<file path="src/rtl/interrupt_controller_8_if.sv">
// Request/dispatch bus for interrupt_controller_8. The producer/consumer side drives
// the raw lines, mask and ack. The controller drives the presented ID and the pending view.
interface interrupt_controller_8_if;
  logic [7:0] irq_in;
  logic [7:0] mask;
  logic       irq_ack;
  logic       irq_valid;
  logic [2:0] irq_id;
  logic [7:0] pending;

  modport master (output irq_in, mask, irq_ack, input irq_valid, irq_id, pending);
  modport slave  (input irq_in, mask, irq_ack, output irq_valid, irq_id, pending);
endinterface

</file>
<file path="src/rtl/interrupt_controller_8.sv">
// 8-line interrupt capture with per-line mask, priority-encoded 3-bit ID presentation,
// and a valid/ack retire handshake. The presented ID is frozen until the consumer acks it.
module interrupt_controller_8 #(
  parameter bit LEVEL_MODE = 1'b0
) (
  input logic                      clk,
  input logic                      rst,
  interrupt_controller_8_if.slave  bus
);
  localparam int NUM_LANES = 8;

  typedef enum logic {IDLE, PRESENT} state_t;

  state_t               state, state_nxt;
  logic [NUM_LANES-1:0] pend, edge_det, clr, eligible;
  logic                 valid_q, valid_nxt;
  logic [2:0]           id_q, id_nxt, sel;

  // Per-line capture; clearing the line being acked loses to a fresh edge on it.
  for (genvar i = 0; i < NUM_LANES; i++) begin : g_lane
    logic prev_r, pend_r;

    assign edge_det[i] = LEVEL_MODE ? bus.irq_in[i] : (bus.irq_in[i] & ~prev_r);
    assign pend[i]     = pend_r;

    always_ff @(posedge clk) begin
      if (rst) begin
        prev_r <= 1'b0;
        pend_r <= 1'b0;
      end else begin
        prev_r <= bus.irq_in[i];
        pend_r <= (pend_r & ~clr[i]) | edge_det[i];
      end
    end
  end

  assign eligible = pend & ~bus.mask;

  // Ascending scan: the last hit is the highest eligible line.
  always_comb begin
    sel = '0;
    for (int i = 0; i < NUM_LANES; i++)
      if (eligible[i]) sel = 3'(i);
  end

  always_comb begin
    state_nxt = state;
    valid_nxt = valid_q;
    id_nxt    = id_q;
    clr       = '0;
    case (state)
      IDLE: begin
        valid_nxt = 1'b0;
        if (|eligible) begin
          id_nxt    = sel;
          valid_nxt = 1'b1;
          state_nxt = PRESENT;
        end
      end
      PRESENT: begin
        valid_nxt = 1'b1;
        if (bus.irq_ack) begin
          clr[id_q] = 1'b1;
          valid_nxt = 1'b0;
          state_nxt = IDLE;
        end
      end
      default: begin
        valid_nxt = 1'b0;
        state_nxt = IDLE;
      end
    endcase
  end

  always_ff @(posedge clk) begin
    if (rst) begin
      state   <= IDLE;
      valid_q <= 1'b0;
      id_q    <= '0;
    end else begin
      state   <= state_nxt;
      valid_q <= valid_nxt;
      id_q    <= id_nxt;
    end
  end

  assign bus.irq_valid = valid_q;
  assign bus.irq_id    = id_q;
  assign bus.pending   = pend;
endmodule
</file>
<file path="src/flat_wrapper.sv">
// flat-port wrapper written by rule: the top's interface ports become plain ports
module interrupt_controller_8_flat 
#(
  parameter bit LEVEL_MODE = 1'b0
)
  (clk, rst, bus_irq_in, bus_mask, bus_irq_ack, bus_irq_valid, bus_irq_id, bus_pending);
  interrupt_controller_8_if bus_i ();
  input logic clk;
  input logic rst;
  input wire logic [$bits(bus_i.irq_in)-1:0] bus_irq_in;
  input wire logic [$bits(bus_i.mask)-1:0] bus_mask;
  input wire logic [$bits(bus_i.irq_ack)-1:0] bus_irq_ack;
  output wire logic [$bits(bus_i.irq_valid)-1:0] bus_irq_valid;
  output wire logic [$bits(bus_i.irq_id)-1:0] bus_irq_id;
  output wire logic [$bits(bus_i.pending)-1:0] bus_pending;
  assign bus_i.irq_in = bus_irq_in;
  assign bus_i.mask = bus_mask;
  assign bus_i.irq_ack = bus_irq_ack;
  assign bus_irq_valid = bus_i.irq_valid;
  assign bus_irq_id = bus_i.irq_id;
  assign bus_pending = bus_i.pending;
  interrupt_controller_8 #(.LEVEL_MODE(LEVEL_MODE)) u_core (.clk(clk), .rst(rst), .bus(bus_i));
endmodule
</file>
<file path="config.mk">
export PLATFORM = sky130hd
export DESIGN_NAME = interrupt_controller_8_flat
export DESIGN_NICKNAME = d
export VERILOG_FILES = /design/src/rtl/interrupt_controller_8_if.sv /design/src/rtl/interrupt_controller_8.sv /design/src/flat_wrapper.sv
export SDC_FILE = /design/constraint.sdc
export NUM_CORES = 1
export LEC_CHECK = 0
export CAP_MARGIN = 20
export CORE_MARGIN = 10
export CORE_UTILIZATION = 50
export CTS_BUF_LIST = sky130_fd_sc_hd__clkbuf_2
export DETAILED_ROUTE_END_ITERATION = 16
export HOLD_SLACK_MARGIN = 0.12
export PLACE_DENSITY_LB_ADDON = 0.2
export SYNTH_ARGS = -nofsm -noshare
export SYNTH_HDL_FRONTEND = slang
export SYNTH_SLANG_ARGS = --single-unit
export TNS_END_PERCENT = 10
</file>
<file path="constraint.sdc">
create_clock -name clk -period 4.1 [get_ports clk]
set_input_delay 0.82 -clock clk [delete_from_list [all_inputs] [get_ports clk]]
set_output_delay 0.82 -clock clk [all_outputs]
set_load 0.1 [all_outputs]
</file>
* Yosys cells after proc, flatten, opt, wreduce, memory -nomap -nowiden
Cells that the tools add are included.
** Cells by class
- Bitwise operators :: 43
- Reduce and logical (&&, ||, !) cells :: 3
- Muxes and demuxes :: 14
- Order comparisons :: 2
** Operator list (count)
- $not 1->1 :: 17
- $and 1x1->1 :: 16
- $mux 8 :: 2
- $mux 3 :: 4
- $and 8x8->8 :: 1
- $not 8->8 :: 1
- $or 1x1->1 :: 8
- $reduce_or 8->1 :: 1
- $lt 3x4->1 const B :: 1
- $mux 1 :: 4
- $mux 2 :: 2
- $demux 1 s3 :: 1
- $ge 3x1->1 const B :: 1
- $pmux 1 s2 :: 1
- $reduce_and 2->1 :: 1
- $logic_and 1x1->1 :: 1
** Word-level totals
- Word-level logic and storage cells :: 80
- Bits of input ports :: 19
- Flip-flop bits (word level) :: 20
- Output and inout bits :: 12

* Depth between registers and ports, before layout
- Depth after elaboration :: 9
- Mapped depth :: 4
- Mapped depth without buffers :: 4

* Least setup slack after synthesis
OpenSTA, ideal clock, no wires.
- Path type :: input to register
- From :: input port bus_mask[3]
- To :: register u_core.id_q[1], in the netlist u_core.bus.irq_id[1]
- Stages :: 4
- Slack :: 2.122 ns
- Arrival time :: 1.854 ns
- Setup time :: 0.123 ns
- Buffers on the path :: 0
- Required time :: 3.977 ns
- Path through :: nor2b_4 or4_4 o21bai_2 mux2_1
** Between the ends
- Cells in the longest elaborated chain, start to end :: 7
- Elaborated cells between the ends (all ways) :: 9
- Classes of those cells :: mux: 5; bitwise: 2; reduce/logical: 2
** Ends and longest elaborated chain
- start, declared :: line flat_wrapper.sv:11 : input wire logic [$bits(bus_i.mask)-1:0] bus_mask;
- $not 8->8 (*) :: line interrupt_controller_8.sv:37 : assign eligible = pend & ~bus.mask;
- $and 8x8->8 (*) :: line interrupt_controller_8.sv:37
- $mux 2 :: line interrupt_controller_8.sv:43 : if (eligible[i]) sel = 3'(i);
- $mux 3 (4 in series) :: line interrupt_controller_8.sv:43
- end signal, assigned :: line interrupt_controller_8.sv:83 : id_q <= id_nxt;
- end, declared :: line interrupt_controller_8.sv:17 : logic [2:0] id_q, id_nxt, sel;
Mark *: on every way between the ends. The rest lies on a longest branch, timed or not.
A chain may end at the register's enable or synchronous reset.

==> metrics.csv <==
stage;metric;value;unit
setup_path;crit_required;3280;ps
placed_design;place_area;0.001190;sq mm
clock_tree;cts_tree;yes;
cells_and_area;diodes;0;
synth;synth_xor_area_frac;0;
synth;synth.yosys.warnings;0;
min_path;min_to;u_core.g_lane[5].pend_r;
synth;synth_flop_cell;dfxtp_1;
setup_path;endpoint_kind;primary output;
sta;fin_crit_sh;0.6891;
cells_and_area;nFillCells;153;
sta;layout_setup_ws;1275;ps
power_and_ir_drop;p_leak;0.4536;nW
sta;setup_viol;0;
floorplanning;die-width;63.03;um
placed_design;routabilityCongestion;0.8761;
setup_path;reg2reg_setup_slack;2450;ps
setup_path;worstSetupPathType;reg -> out;
sta;maxSlewViolCount;0;
clock_tree;cts_made_buffers;3;
run;cap_viol_max_count;0;
floorplanning;io_pins;31;
clock_tree;root_buffer;clkbuf_2;
min_path;whs_path_depth;2;
outcome;status;finished, final reports clean;
routing;routed_wl;2.060;mm
floorplanning;dieArea;0.003973;sq mm
grt;grt_usage;0.1038;
setup_path;worstReg2RegStart;u_core.g_lane[3].pend_r;
cells_and_area;syn_to_final_growth;33.38;%
grt;antenna_found_initial;0;
sta;hold_viol_final;0;
synth;synth_top_area_cell;dfxtp_1;
routing;ant_nets;0;
synth;synth-compound-area-share;0.1784;
clock_tree;cts.clk_slew.worst_paths;180;ps
cells_and_area;nets;145;
power_and_ir_drop;p_total;0.5429;mW
synth;yosys.area.top_type_share;0.4324;
setup_path;worstRegToRegCells;4;
synth;synth.most_common_cell;dfxtp_1;
placed_design;pre_cts_ws;1515;ps
clock_tree;clock-sinks;20;
power_and_ir_drop;irDropWorstVdd;0.0003520;V
setup_path;path_cells;clkdlybuf4s50_1;
synth;syn_area;925.9;sq um
setup_path;crit_fanout;9;
grt;grt-ovfl-total;0;
synth;async_reset_ff_frac;0;
setup_path;crit_arrival;2010;ps
clock_tree;clk_latency;300;ps
routing;vias;756;
clock_tree;clockBufferDepth;2;
cells_and_area;regArea;400.4;sq um
setup_path;cp_top_family;buffers and inverters;
min_path;hold_start;u_core.g_lane[5].prev_r;
synth;synth.top_cells.by_count;dfxtp_1, nor2b_1, a21oi_1, nand2b_1;
routing;drc;0;
sta;skew;2.194;ps
synth;synth_top_family_by_area;simple AND/OR/NAND/NOR gates;
sta;rsz0062_at_grt;no;
synth;synth.area.mux_share;0.01216;
synth;synth_edf_count;0;
setup_path;critical_path_buf_inv_count;1;
routing;wl_per_cell;13.73;um
sta;period_needed;2825;ps
floorplanning;num_rows;15;
cells_and_area;multiInputGateArea;457.9;sq um
cells_and_area;drive_gt1_frac;0.07200;
floorplanning;die_y;63.03;um
synth;synthSimpleGateAreaFrac;0.3041;
synth;synth_cell_type_count;22;
synth;synth-adder-area-share;0;
floorplanning;coreArea;0.001745;sq mm
setup_path;worst_r2r_endpoint;u_core.bus.irq_id[1];
routing;via_per_inst;5.040;
placed_design;numPortBuffers;30;
routing;drt_iter0_markers;12;
synth;yosysSeqAreaShare;0.4324;
synth;synth_seq_cells;20;
power_and_ir_drop;p_per_area;439.6;mW/mm^2
grt;grt_max_degree;24;
synth;yosys-top-cells-area;dfxtp_1, nor2b_1, nand2b_1, a21oi_1, buf_4;
synth;syn_nets;120;
sta;tns;0;ps
clock_tree;cts_setup_buffers;0;
placed_design;dp_hpwl;1.607;mm
clock_tree;cts-htree-levels;1;
setup_path;cpPeakStageDelay;1190;ps
clock_tree;post_cts_resized;0;
synth;syn_area_per_cell;9.167;sq um
clock_tree;cts-hold-fix-buffers;0;
cells_and_area;final_util;0.7075;
setup_path;crit_slowest_cell;clkdlybuf4s50_1;
floorplanning;initial_utilization;0.5305;
cells_and_area;finalInstanceArea;0.001235;sq mm
sta;fmax;354.0;MHz
grt;first_global_vias;772;
sta;slew_headroom;0.3378;
grt;grt_pass1_wl;3.387;mm
setup_path;start_kind;register;
min_path;hp-class;reg -> reg;
routing;firstDrtPassIters;4;
sta;worst_slew_pin_slew;990.2;ps
synth;synthCells;101;
[worst reg2reg max path, delay by kind of cell (launching register included)]
kind | cells | cell delay, ps
flops | 1 | 370
simple gates | 2 | 690
mux | 1 | 340
compound gates | 1 | 170
[stage by stage]
stage | hold slack (ps) | instances
after floorplan | 457.0 | 101
after global placement | 470.7 | 146
after detailed placement | 478.7 | 146
after CTS | 501.5 | 150
after global routing | 524.5 | 150
final | 497.1 | 150
[routing by layer]
layer	track usage	wire length, um	share of wire	up-vias
li1	-	-	-	389
met1	0.1041	848	0.41	345
met2	0.1827	1036	0.50	20
met3	0.06093	168	0.082	2
met4	0.01676	6	0.0029	0
met5	0	0	0	-
[layout make-up]
cell class	instances	share of cell area
clock inverters	1	0.02432
well taps	25	0.02533
flip-flops and latches	20	0.3242
repair buffers	30	0.2432
multi-input cells	71	0.3708
clock buffers	3	0.01216
[cell families (layout without fill, tap and decap cells)]
group                  Yosys count  after routing
buffers and inverters           10             34
muxes                            1              1
DFF                             20             20
AOI/OAI and AO/OA               28             28
and+or+nand+nor                 42             42
[power by group]
part / total [mW] / leakage (nW) / internal [mW] / switching (mW)
logic: 0.176 / 0.260 / 0.0605 / 0.116
registers: 0.225 / 0.167 / 0.210 / 0.0145
clock network: 0.142 / 0.0266 / 0.0842 / 0.0574
[worst max path at each step]
stage | from | end | slack [ps] | depth (start not counted)
2_1_floorplan | bus_mask[3] | u_core.bus.irq_id[1] | 2120 | 4
3_3_place_gp | bus_mask[3] | u_core.bus.irq_id[1] | 1550 | 5
3_5_place_dp | bus_mask[3] | u_core.bus.irq_id[1] | 1510 | 5
4_1_cts | u_core.state | bus_irq_valid | 1260 | 1
5_1_grt | u_core.state | bus_irq_valid | 1210 | 1
6_report | u_core.state | bus_irq_valid | 1270 | 1
[registers in the layout (all words and copies together) (netlist names)]
name                  flops
u_core.g_lane.pend_r      8
u_core.g_lane.prev_r      8
u_core.bus.irq_id         3
u_core.state              1
[placed cells by master, fill, tap and decap left out, drive strengths merged]
master / synthesis / final
a211o: 1 / 1
nand2b: 13 / 13
o31ai: 2 / 2
nor2b: 17 / 17
nand2: 2 / 2
o21bai: 2 / 2
nor4: 1 / 1
nor2: 2 / 2
o31a: 1 / 1
or4: 2 / 2
bufinv: 0 / 1
nand3b: 1 / 1
dfxtp: 20 / 20
mux2: 1 / 1
or2b: 3 / 3
a21oi: 13 / 13
o21ai: 8 / 8
clkbuf: 2 / 3
clkdlybuf4s50: 0 / 30
nand3: 1 / 1
o32ai: 1 / 1
(Power assumes the default switching activity.)
